**src/rtl/pipelined_sqrt_css_28bit_sub.sv**
```systemverilog
// 28-bit pipelined subtractor: {b_out, diff} = a - b - b_in.
// Computed as a + ~b + ~b_in on a square-root carry-select datapath
// (segments 2,2,3,4,5,6,6). Borrow out is the inverted final carry.
// Three register stages with one shared advance enable.
//
// Handshake: a beat moves on a side when valid && ready are both high
// at a rising edge. in_ready = en = !(out_valid && !out_ready), so it
// depends only on the output side. While en is low every stage holds,
// bubbles included. Bubbles are never collapsed.
module pipelined_sqrt_css_28bit_sub #(
   parameter int WIDTH = 28,
   parameter int LAT   = 3
) (
   input  logic             clk,
   input  logic             rstn,
   input  logic             in_valid,
   output logic             in_ready,
   input  logic [WIDTH-1:0] a,
   input  logic [WIDTH-1:0] b,
   input  logic             b_in,
   output logic             out_valid,
   input  logic             out_ready,
   output logic [WIDTH-1:0] diff,
   output logic             b_out,
   output logic             zero
);

   // Segment lower bounds; the last entry is the total width.
   localparam int SEG_LO [0:7] = '{0, 2, 4, 7, 11, 16, 22, 28};

   logic en;

   // Stage 1: operand capture
   logic [WIDTH-1:0] a_q, a_d;
   logic [WIDTH-1:0] b_q, b_d;
   logic             nb_q, nb_d;
   logic             v1_q, v1_d;

   // Stage 2: selected sum and carry
   logic [WIDTH-1:0] diff2_q, diff2_d;
   logic             c2_q, c2_d;
   logic             v2_q, v2_d;

   // Stage 3: outputs
   logic [WIDTH-1:0] diff_q, diff_d;
   logic             b_out_q, b_out_d;
   logic             zero_q, zero_d;
   logic             out_valid_q, out_valid_d;

   // Combinational datapath between stage 1 and stage 2
   logic [WIDTH-1:0] nb_w;
   logic [WIDTH-1:0] sum_c;
   logic             r0_c, r1_c, c1_c, c_lo_c;
   logic             c_out_c;

   // Advance enable: stall only when a result is held and not taken.
   assign en        = !(out_valid_q && !out_ready);
   assign in_ready  = en;
   assign out_valid = out_valid_q;
   assign diff      = diff_q;
   assign b_out     = b_out_q;
   assign zero      = zero_q;

   assign nb_w = ~b_q;

   // Low two bits: plain ripple seeded by the inverted borrow in.
   always_comb begin
      r0_c   = a_q[0] ^ nb_w[0] ^ nb_q;
      c1_c   = (a_q[0] & nb_w[0]) | (nb_q & (a_q[0] ^ nb_w[0]));
      r1_c   = a_q[1] ^ nb_w[1] ^ c1_c;
      c_lo_c = (a_q[1] & nb_w[1]) | (c1_c & (a_q[1] ^ nb_w[1]));
   end

   assign sum_c[1:0] = {r1_c, r0_c};

   // Upper segments: both carry-in cases precomputed, picked by the
   // carry rippling out of the previous segment.
   for (genvar gi = 1; gi < 7; gi++) begin : g_seg
      localparam int LO = SEG_LO[gi];
      localparam int W  = SEG_LO[gi+1] - SEG_LO[gi];
      logic [W:0] s0;
      logic [W:0] s1;
      logic       cin;
      logic       cout;
      assign s0 = {1'b0, a_q[LO +: W]} + {1'b0, nb_w[LO +: W]};
      assign s1 = {1'b0, a_q[LO +: W]} + {1'b0, nb_w[LO +: W]} + {{W{1'b0}}, 1'b1};
      if (gi == 1) begin : g_first
         assign cin = c_lo_c;
      end else begin : g_next
         assign cin = g_seg[gi-1].cout;
      end
      assign cout          = cin ? s1[W] : s0[W];
      assign sum_c[LO +: W] = cin ? s1[W-1:0] : s0[W-1:0];
   end

   assign c_out_c = g_seg[6].cout;

   // Next-state for all three stages; everything holds when en is low.
   always_comb begin
      a_d         = a_q;
      b_d         = b_q;
      nb_d        = nb_q;
      v1_d        = v1_q;
      diff2_d     = diff2_q;
      c2_d        = c2_q;
      v2_d        = v2_q;
      diff_d      = diff_q;
      b_out_d     = b_out_q;
      zero_d      = zero_q;
      out_valid_d = out_valid_q;
      if (en) begin
         a_d         = a;
         b_d         = b;
         nb_d        = ~b_in;
         v1_d        = in_valid;
         diff2_d     = sum_c;
         c2_d        = c_out_c;
         v2_d        = v1_q;
         diff_d      = diff2_q;
         b_out_d     = ~c2_q;
         zero_d      = (diff2_q == '0);
         out_valid_d = v2_q;
      end
   end

   // Pipeline registers with synchronous active-low reset.
   always_ff @(posedge clk) begin
      if (!rstn) begin
         a_q         <= '0;
         b_q         <= '0;
         nb_q        <= 1'b0;
         v1_q        <= 1'b0;
         diff2_q     <= '0;
         c2_q        <= 1'b0;
         v2_q        <= 1'b0;
         diff_q      <= '0;
         b_out_q     <= 1'b0;
         zero_q      <= 1'b0;
         out_valid_q <= 1'b0;
      end else begin
         a_q         <= a_d;
         b_q         <= b_d;
         nb_q        <= nb_d;
         v1_q        <= v1_d;
         diff2_q     <= diff2_d;
         c2_q        <= c2_d;
         v2_q        <= v2_d;
         diff_q      <= diff_d;
         b_out_q     <= b_out_d;
         zero_q      <= zero_d;
         out_valid_q <= out_valid_d;
      end
   end

endmodule

```
**config.mk**
```make
export PLATFORM = sky130hd
export DESIGN_NAME = pipelined_sqrt_css_28bit_sub
export DESIGN_NICKNAME = d
export VERILOG_FILES = /design/src/rtl/pipelined_sqrt_css_28bit_sub.sv
export SDC_FILE = /design/constraint.sdc
export NUM_CORES = 1
export LEC_CHECK = 0
export CORE_UTILIZATION = 58
export DETAILED_ROUTE_END_ITERATION = 12
export PLACE_DENSITY = 0.95
export SLEW_MARGIN = 30
export SYNTH_ARGS = -nofsm -noshare
export SYNTH_HDL_FRONTEND = slang
export SYNTH_SLANG_ARGS = --single-unit
```
**constraint.sdc**
```tcl
create_clock -name clk -period 6.2 [get_ports clk]
set_clock_uncertainty 0.2 [all_clocks]
set_input_delay 0.62 -clock clk [delete_from_list [all_inputs] [get_ports clk]]
set_output_delay 0.62 -clock clk [all_outputs]
set_load 0.01 [all_outputs]
```
; Yosys cells after proc, flatten, opt, wreduce, memory -nomap -nowiden
; Index checks and enable logic that the tools add are counted.
[totals]
register_bits = 119
latch_bits = 0
ramBits = 0
mem_bits_ro = 0
in_bits = 61
mem_count = 0
[classes]
addsub = 12
n_mul = 0
div = 0
magnitude_cmp = 0
n_eq_ne = 0
shifts = 0
muxes = 12
bitwise_logic = 13
n_reduce_logical = 4
[op_table]
columns = operator, n
row1 = $logic_not A28 Y1, 1
row2 = $not A28 Y28, 1
row3 = $add A6 B6 Y7, 2
row4 = $add A7 B1 Y7 const B, 2
row5 = $mux W6, 2
row6 = $add A5 B5 Y6, 1
row7 = $add A6 B1 Y6 const B, 1
row8 = $mux W1, 6
row9 = $add A4 B4 Y5, 1
row10 = $add A5 B1 Y5 const B, 1
row11 = $mux W5, 1
row12 = $add A3 B3 Y4, 1
row13 = $add A4 B1 Y4 const B, 1
row14 = $and A1 B1 Y1, 4
row15 = $mux W4, 1
row16 = $xor A1 B1 Y1, 4
row17 = $add A2 B2 Y3, 1
row18 = $add A3 B1 Y3 const B, 1
row19 = $mux W3, 1
row20 = $logic_not A1 Y1, 2
row21 = $mux W2, 1
row22 = $not A1 Y1, 2
row23 = $or A1 B1 Y1, 2
row24 = $logic_and A1 B1 Y1, 1

; Longest topological paths before layout
; Gate-level depths: netlist of the first run.
[depth]
depth_word = 12
depth_mapped = 14
depth_no_buf = 13

; Least setup slack after synthesis of the first run
; OpenSTA, ideal clock, no wires.
[synth_timing]
path_type = register to register
from = reg b_q[2]
to = reg diff2_q[23]
t_arrival_ps = 3082
slack_ps = 2779
path_stages_with_launch = 15
path_buffers = 1
period_less_slack_ps = 3421
cell_sequence = dfxtp_1 > inv_1 > ha_1 > fa_1 > ha_1 > and3b_4 > o2111ai_4 > xor2_4 > a31oi_1 > and4bb_4 > mux2i_1 > xnor2_1 > buf_4 > mux2i_1 > a21oi_1
[synth_between]
elab_chain_cells = 9
[synth_lines]
columns = element, line_no
row1 = start: declaration, 35  ; logic [WIDTH-1:0] b_q, b_d;
row2 = start signal: assignment, 130  ; b_q <= '0;
row3 = start signal: assignment, 142  ; b_q <= b_d;
row4 = $not A28 Y28 *, 64  ; assign nb_w = ~b_q;
row5 = $add A2 B2 Y3 *, "85, 86"
row6 = $add A3 B1 Y3, 86  ; assign s1 = {1'b0, a_q[LO +: W]} + {1'b0, nb_w[LO +: W]} + {{W{1'b0}}, 1'b1};
row7 = $mux W1 * (5 in a row), 92  ; assign cout = cin ? s1[W] : s0[W];
row8 = $mux W6 *, 93  ; assign sum_c[LO +: W] = cin ? s1[W-1:0] : s0[W-1:0];
row9 = end signal: assignment, 145  ; diff2_q <= diff2_d;
row10 = end: declaration, 40  ; logic [WIDTH-1:0] diff2_q, diff2_d;
; Every way passes the cells marked *; elsewhere a longest branch is shown, timed or not.
; A chain may end at the register's enable or synchronous reset.

; Worst setup path in the final report of the first run
[layout_timing]
from = reg b_q[2]
to = reg diff2_q[25]
; The elaborated chain is that of the path after synthesis.

==> results of run 1 <==
-- routing by layer --
layer | part of all wire [%] | routed length (um) | track usage, %
met1 | 40 | 6090 | 35.4
met2 | 48 | 7460 | 52.9
met3 | 7.5 | 1150 | 6.42
met4 | 4.5 | 697 | 18.4
met5 | 0 | 0 | 0
-- state kept, by name, summed over array words and instances (netlist names) --
name and count:
nb_q 1, diff2_q 28, v2_q 1, out_valid 1, v1_q 1, diff 28, zero 1, b_q 28
a_q 28, b_out 1, c2_q 1
-- Yosys cell counts, drive strengths merged (3+ instances only) --
cell type and count:
a211oi 22, a21o 9, a21oi 101, a31oi 4, and2 4, and3 4, and4 3, buf 6
clkbuf 33, dfxtp 119, fa 8, ha 31, inv 50, mux2i 4, nand2 184, nand2b 4
nand3 8, nand4 6, nor2 31, nor2b 4, nor3 4, nor4 8, o21ai 13, xnor2 19
xor2 11
-- per-stage QoR --
| step | utilization [%] | area (um2) | setup slack [ns] | hold slack, ns |
|---|---|---|---|---|
| after CTS | 77.4 | 7250 | 1.97 | 0.254 |
| after global routing | 77.7 | 7280 | 1.73 | 0.272 |
| after detailed placement | 71.2 | 6680 | 2.16 | 0.245 |
| after global placement | 71.2 | 6680 | 2.37 | 0.238 |
| final | 77.7 | 7280 | 1.89 | 0.251 |
| after floorplan | - | 5710 | 2.78 | 0.213 |
-- area by class of cell --
| type | instances | area share (%) |
|---|---|---|
| Timing Repair Buffer | 96 | 13.3 |
| Inverter | 50 | 2.65 |
| Clock buffer | 20 | 6.26 |
| Clock inverter | 12 | 1.63 |
| Multi-Input combinational cell | 501 | 41.2 |
| Tap cell | 129 | 2.22 |
| Sequential cell | 119 | 32.7 |
-- power groups by stage --
stage / Clock, uW / Sequential [uW] / Combinational, uW
3_5_place_dp: 0 / 917 / 418
2_1_floorplan: 0 / 908 / 273
4_1_cts: 933 / 905 / 445
5_1_grt: 972 / 913 / 491
3_3_place_gp: 0 / 911 / 397
6_report: 934 / 908 / 453
-- final timing paths --
path,start,endpoint,slack [ns],cells past startpoint
min,diff[24],diff[24],0.25,2
max,b_q[2],diff2_q[25],1.89,13
max reg2reg,b_q[2],diff2_q[25],1.89,13
min reg2reg,diff[24],diff[24],0.25,2
-- worst register-to-register path, cell delays in order (launching register included) --
cell,delay [ns]
dfxtp_1,0.32
inv_1,0.05
ha_1,0.20
fa_1,0.48
ha_1,0.26
a21boi_2,0.31
o2111ai_4,0.19
xor2_4,0.26
a31oi_1,0.17
and4bb_4,0.37
mux2i_1,0.10
xnor2_1,0.79
a211oi_1,0.22
nor3_1,0.30
-- logic make-up after synthesis --
kind of cell | share of synthesized area (%)
xor+xnor | 5.06
simple gates | 20.2
buf+inv | 5.92
compound gates | 16.8
flops | 41.7
mux | 0.701
fa+ha+maj | 9.60
==> impl_metrics.tcl, run 1 <==
set metrics [dict create \
    globalRouteTotalUtil_pct 30.8 \
    postCtsSetupBuffers 0 \
    pwr-share-clk_pct 40.7 \
    grt_pass1_wl_mm 24.5 \
    cap_viol_max_count 0 \
    root_buffer "clkbuf_8" \
    dieHeight_um 101 \
    cts_hold_buf 0 \
    vias 5348 \
    cp-end-kind "register" \
    power.internal_uw 1620 \
    max_slew_margin_pct 34.8 \
    swShare_pct 29.3 \
    synth-seq-cells 119 \
    fin_tns_setup_ns 0 \
    async_flop_share_pct 0 \
    syn-num-nets 809 \
    syn_area_um2 5710 \
    port_buffers 92 \
    avgSynthCellArea_um2 8.05 \
    leakage_uw 0.00301 \
    worstSetupPathType "register to register" \
    dieArea_um2 10200 \
    final_common_cell "nand2_1" \
    final_nets 885 \
    clockBufferDepth 2 \
    wl_mm 15.4 \
    regArea_um2 2380 \
    finalMaxSlewViolations 0 \
    grt_pass1_vias 5206 \
    power_density_nw_per_um2 315 \
    pwr-share-comb_pct 19.8 \
    multi_input_area_um2 3000 \
    place_hpwl_mm 8.85 \
    crit_family "XOR/XNOR gates" \
    status "completed" \
    drtIter0Drc 467 \
    timing.fmax_mhz 232 \
    ys_types 47 \
    slowest_delay_ns 0.79 \
    die_w_um 101 \
    synth_enable_flop_cells 0 \
    cp_common_cell "ha_1" \
    ys.flop_type "dfxtp_1" \
    final_cell_mix "nand2_1, dfxtp_1, a21oi_1" \
    p_sw_uw 672 \
    core_um2 9370 \
    row_count 35 \
    synth-warning-count 0 \
    cts.clk_slew.worst_paths_ns 0.06 \
    synth_area_leaders "dfxtp_1, nand2_1, a21oi_1" \
    grt_overflow 0 \
    numClockSinks 119 \
    path_cells "inv_1 > ha_1 > fa_1 > ha_1 > a21boi_2 > o2111ai_4 > xor2_4 > a31oi_1 > and4bb_4 > mux2i_1 > xnor2_1 > a211oi_1 > nor3_1" \
    crit_slowest_cell "xnor2_1" \
    start_kind "register" \
    setup_violations 0 \
    vdd_drop_max_uv 185 \
    required_ns 6.43 \
    period_share_pct 69.5 \
    place_inst 894 \
    syn_inst 709 \
    fillers 601 \
    grt_max_degree 110 \
    drt-vias-per-instance 5.77 \
    cts_buffers 17 \
    cts_resized 0 \
    min-delay-path-class "register to register" \
    rsz0062_at_grt "no" \
    final_cells 927 \
    syn_to_final_growth_pct 27.5 \
    diodes 0 \
    drc_errors 0 \
    grt_antenna_before_repair 0 \
    place_congestion 0.810 \
    ys_seq_area_share_pct 41.7 \
    drtPass1Iterations 5 \
    total_power_uw 2300 \
    synth_top_area_cell "dfxtp_1" \
    p_seq_share_pct 39.6 \
    clk_latency_ns 0.53 \
    tritoncts "done" \
    antenna_left 0 \
    htree_num_levels 4 \
    finalHoldViolCount 0 \
    worst-path-buf-inv 1 \
    min_period_ns 4.31 \
    cp.arrival_ns 4.54 \
    tightest_slew_ns 0.971 \
    routedWlPerCell_um 16.6 \
    critPathMaxFanout 12 \
    start_util_pct 60.9 \
    boundaryPins 93 \
    synth_top_area_share_pct 41.7 \
    drive_gt1_share_pct 6.02 \
]
No activity file was read; power rests on OpenSTA's default activity.
==> run 2: changes to the inputs <==
--- a/config.mk
+++ b/config.mk
@@ -5,9 +5,9 @@
 export SDC_FILE = /design/constraint.sdc
 export NUM_CORES = 1
 export LEC_CHECK = 0
-export CORE_UTILIZATION = 58
+export CORE_UTILIZATION = 54
 export DETAILED_ROUTE_END_ITERATION = 12
-export PLACE_DENSITY = 0.95
+export PLACE_DENSITY = 0.91
 export SLEW_MARGIN = 30
 export SYNTH_ARGS = -nofsm -noshare
 export SYNTH_HDL_FRONTEND = slang
==> constraint.sdc (replaced) <==
create_clock -name clk -period 4.1 [get_ports clk]
set_clock_uncertainty 0.2 [all_clocks]
set_input_delay 0.41 -clock clk [delete_from_list [all_inputs] [get_ports clk]]
set_output_delay 0.41 -clock clk [all_outputs]
set_load 0.01 [all_outputs]
==> impl_metrics.tcl, run 2 (synthesized netlist as in run 1, its figures left out) <==
set metrics [dict create \
    place_hpwl_mm 8.75 \
    final_common_cell "nand2_1" \
    total_power_uw 3530 \
    worstSetupPathType "register to register" \
    rsz0062_at_grt "no" \
    finalHoldViolCount 0 \
    min-delay-path-class "input pin to register" \
    drtIter0Drc 356 \
    grt_overflow 0 \
    crit_start "b_q[2]" \
    dieArea_um2 11000 \
    grt_max_degree 97 \
    period_share_pct 95.6 \
    hold-worst-slack_ns 0.239 \
    timing.fmax_mhz 255 \
    globalRouteTotalUtil_pct 25.8 \
    diodes 0 \
    r2r-start "b_q[2]" \
    cap_viol_max_count 0 \
    setup_violations 0 \
    final_nets 888 \
    cp-end-kind "register" \
    drive_gt1_share_pct 6.49 \
    port_buffers 92 \
    routedWlPerCell_um 14.8 \
    drtPass1Iterations 5 \
    row_count 37 \
    reg2reg_setup_slack_ns 0.18 \
    max_slew_margin_pct 36.5 \
    htree_num_levels 4 \
    wl_mm 13.9 \
    cts_hold_buf 0 \
    root_buffer "clkbuf_8" \
    place_congestion 0.830 \
    design_area_um2 7320 \
    boundaryPins 93 \
    clockBufferDepth 2 \
    grt_antenna_before_repair 0 \
    clk_latency_ns 0.52 \
    drc_errors 0 \
    start_util_pct 55.6 \
    syn_to_final_growth_pct 28.2 \
    vdd_drop_max_uv 265 \
    cp.arrival_ns 4.11 \
    cts.clk_slew.worst_paths_ns 0.06 \
    critPathMaxFanout 10 \
    status "completed" \
    final_cell_mix "nand2_1, dfxtp_1, a21oi_1" \
    min_period_ns 3.92 \
    tritoncts "done" \
    vias 5181 \
    die_w_um 105 \
    drt-vias-per-instance 5.53 \
    dieHeight_um 105 \
    placed_area_um2 6700 \
    grt_pass1_wl_mm 22.8 \
    start_kind "register" \
    numClockSinks 119 \
    core_um2 10300 \
    fin_tns_setup_ns 0 \
    grt_pass1_vias 5030 \
    tightest_slew_ns 0.952 \
    cts_buffers 17 \
    fillers 719 \
    antenna_left 0 \
    leakage_uw 0.00303 \
    worst_hold_startpoint "b[10]" \
    required_ns 4.29 \
    finalMaxSlewViolations 0 \
    power_density_nw_per_um2 482 \
]
-- run 2: changes by cell type in the layout (fill, tap and decap cells not counted), sizes merged --
cell,previous run,this run
clkbuf,20,18
bufinv,1,3
clkinv,4,3
buf,4,7
clkinvlp,5,6
-- run 2: critical path: stages (launching register included) --
cell and delay (ns):
dfxtp_1 0.34, inv_1 0.05, ha_1 0.19, fa_1 0.47
ha_1 0.25, a21boi_2 0.30, o2111ai_4 0.19, xor2_4 0.27
a31oi_1 0.14, and4bb_4 0.37, mux2i_1 0.28, xnor2_2 0.11
buf_4 0.18, a211oi_1 0.33, nor3_1 0.12
-- run 2: routing by layer --
metal	track usage, %	part of all wire [%]	wire length [um]
met1	31.2	42	5790
met5	0	0	0
met2	43.8	49	6820
met4	11.4	2.6	367
met3	6.05	6.6	912
-- run 2: layout make-up --
cell class	count	area [um2]	area share, %
clock buffers	18	428	5.84
repair buffers	99	973	13.3
inverters	50	191	2.61
clock inverters	14	171	2.34
flip-flops and latches	119	2380	32.5
well taps	136	170	2.32
multi-input cells	501	3010	41.0
-- run 2: final timing paths --
path / cells past startpoint / endpoint
worst max-delay path: 14 / diff2_q[27]
worst min-delay path: 3 / b_q[10]
worst max register to register: 14 / diff2_q[27]
worst min register to register: 1 / b_out
-- run 2: report_power, final --
group | internal, uW | switching (uW)
Sequential | 1280 | 88.8
Clock | 943 | 541
Combinational | 327 | 352
Total | 2550 | 981
-- run 2: what timing repair did --
action | CTS | global route
resized for setup | 1 | 0
setup buffers | 0 | 2
endpoints found under the hold margin | 0 | 0
setup endpoints to repair | 2 | 2
pin swaps | 0 | 1
-- run 2: per-stage QoR --
| step | setup WS [ns] | util [%] | cells |
|---|---|---|---|
| CTS | 0.177 | 71.1 | 935 |
| finish | 0.179 | 71.2 | 937 |
| global placement | 0.260 | 65.2 | 903 |
| detailed placement | 0.0816 | 65.2 | 903 |
| global route | 0.0341 | 71.2 | 937 |
| floorplan | 0.679 | - | 709 |
==> run 3: changes to the inputs <==
--- a/config.mk
+++ b/config.mk
@@ -5,6 +5,7 @@
 export SDC_FILE = /design/constraint.sdc
 export NUM_CORES = 1
 export LEC_CHECK = 0
+export CORE_ASPECT_RATIO = 0.5
 export CORE_UTILIZATION = 54
 export DETAILED_ROUTE_END_ITERATION = 12
 export PLACE_DENSITY = 0.91
==> impl_metrics.tcl, run 3 (synthesized netlist as in run 1, its figures left out) <==
set metrics [dict create \
    tritoncts "done" \
    clockBufferDepth 2 \
    root_buffer "clkbuf_16" \
    pwr-share-clk_pct 42.5 \
    dieHeight_um 74.7 \
    place_congestion 0.822 \
    place_hpwl_mm 9.24 \
    cts_buffers 17 \
    drt-vias-per-instance 5.55 \
    grt_pass1_wl_mm 23.8 \
    port_buffers 92 \
    final_cell_mix "nand2_1, dfxtp_1, a21oi_1" \
    placed_area_um2 6700 \
    cp-end-kind "register" \
    core_um2 10200 \
    drc_errors 0 \
    htree_num_levels 4 \
    clk_latency_ns 0.42 \
    syn_to_final_growth_pct 28.4 \
    leakage_uw 0.00304 \
    p_seq_share_pct 38.1 \
    finalHoldViolCount 0 \
    boundaryPins 93 \
    power.internal_uw 2570 \
    critPathMaxFanout 12 \
    final_common_cell "nand2_1" \
    worstHoldEndpoint "b_q[18]" \
    power_density_nw_per_um2 491 \
    wl_mm 15.2 \
    grt_antenna_before_repair 0 \
    cts.clk_slew.worst_paths_ns 0.06 \
    final.setup.worst_slack_ns -0.0179 \
    dieArea_um2 11000 \
    required_ns 4.23 \
    hold-worst-slack_ns 0.251 \
    swShare_pct 28.5 \
    worst_hold_startpoint "b_q[18]" \
    numClockSinks 119 \
    row_count 26 \
    timing.fmax_mhz 243 \
    vias 5203 \
    grt_overflow 0 \
    worstSetupPathType "register to register" \
    failed_checks "negative setup slack" \
    r2r-start "b_q[2]" \
    tightest_slew_ns 0.965 \
    start_util_pct 55.7 \
    whs_path_depth 2 \
    rr_worst_depth 13 \
    grt_max_degree 97 \
    cp.arrival_ns 4.25 \
    regToRegEndpoint "diff2_q[27]" \
    grt_pass1_vias 4911 \
    die_w_um 147 \
    pwr-share-comb_pct 19.4 \
    min-delay-path-class "register to register" \
    vdd_drop_max_uv 283 \
    routedWlPerCell_um 16.2 \
    p_sw_uw 1030 \
    period_share_pct 100 \
    diodes 0 \
    drive_gt1_share_pct 6.27 \
    max_slew_margin_pct 35.7 \
    min_period_ns 4.12 \
    setup_violations 1 \
    cap_viol_max_count 0 \
    fin_tns_setup_ns -0.0179 \
    design_area_um2 7330 \
    drtIter0Drc 648 \
    final_nets 885 \
    antenna_left 0 \
    start_kind "register" \
    finalMaxSlewViolations 0 \
    reg2reg_setup_slack_ns -0.02 \
    globalRouteTotalUtil_pct 27.8 \
    postCtsSetupBuffers 0 \
    drtPass1Iterations 7 \
    status "finished, violations left" \
]
==> run 3: cell types whose count changed in the layout (fill, tap and decap cells not counted), sizes merged <==
cell	delta
inv	-2
buf	-3
clkinv	+5
clkinvlp	-3
==> run 3: power groups by stage <==
stage / clock (uW) / combinational (uW) / sequential [uW]
floorplan: 0 / 413 / 1370
global placement: 0 / 618 / 1380
detailed placement: 0 / 647 / 1390
CTS: 1540 / 671 / 1370
global route: 1590 / 755 / 1380
finish: 1530 / 699 / 1370
==> run 3: worst max-delay path by stage <==
stage                       from           to  slack [ns]  cells past startpoint
after floorplan           b_q[2]  diff2_q[23]        0.68                     14
after global placement    b_q[2]         c2_q        0.14                     13
after detailed placement  b_q[2]         c2_q       -0.09                     13
after CTS                 b_q[2]         c2_q        0.16                     13
after global routing      b_q[2]         c2_q       -0.09                     13
final                     b_q[2]  diff2_q[27]       -0.02                     13
==> run 3: critical path, stage by stage (launching register included) <==
cell       delay (ns)
dfxtp_1          0.35
inv_1            0.05
ha_1             0.19
fa_1             0.47
ha_1             0.27
a21boi_2         0.31
o2111ai_4        0.19
xor2_4           0.30
a31oi_1          0.22
and4bb_4         0.41
mux2i_2          0.36
xnor2_4          0.21
and4_1           0.25
nor3_1           0.21
==> run 3: per-stage QoR <==
stage,util (%),std cells,setup WS [ns],power (uW)
final,71.6,938,-0.0179,3600
after global routing,71.6,938,-0.0878,3730
after floorplan,-,709,0.679,1790
after CTS,71.4,938,0.163,3570
after global placement,65.4,906,0.140,2000
after detailed placement,65.4,906,-0.0908,2030
==> run 3: cell type report <==
cell class	count	area (um2)
Multi-Input combinational cell	501	3020
Clock inverter	14	175
Tap cell	140	175
Inverter	50	191
Sequential cell	119	2380
Timing Repair Buffer	96	951
Fill cell	732	2910
Clock buffer	18	439
==> run 3: what timing repair did <==
item	4_1_cts	5_1_grt
cloned	0	0
hold buffers	0	0
gates resized for setup	1	2
setup endpoints to repair	7	5
==> run 3: routing by layer <==
| layer | part of all wire, % | global-route usage [%] |
|---|---|---|
| met5 | 0 | 0 |
| met3 | 8.3 | 8.00 |
| met1 | 45 | 35.8 |
| met2 | 44 | 45.1 |
| met4 | 2.6 | 10.8 |
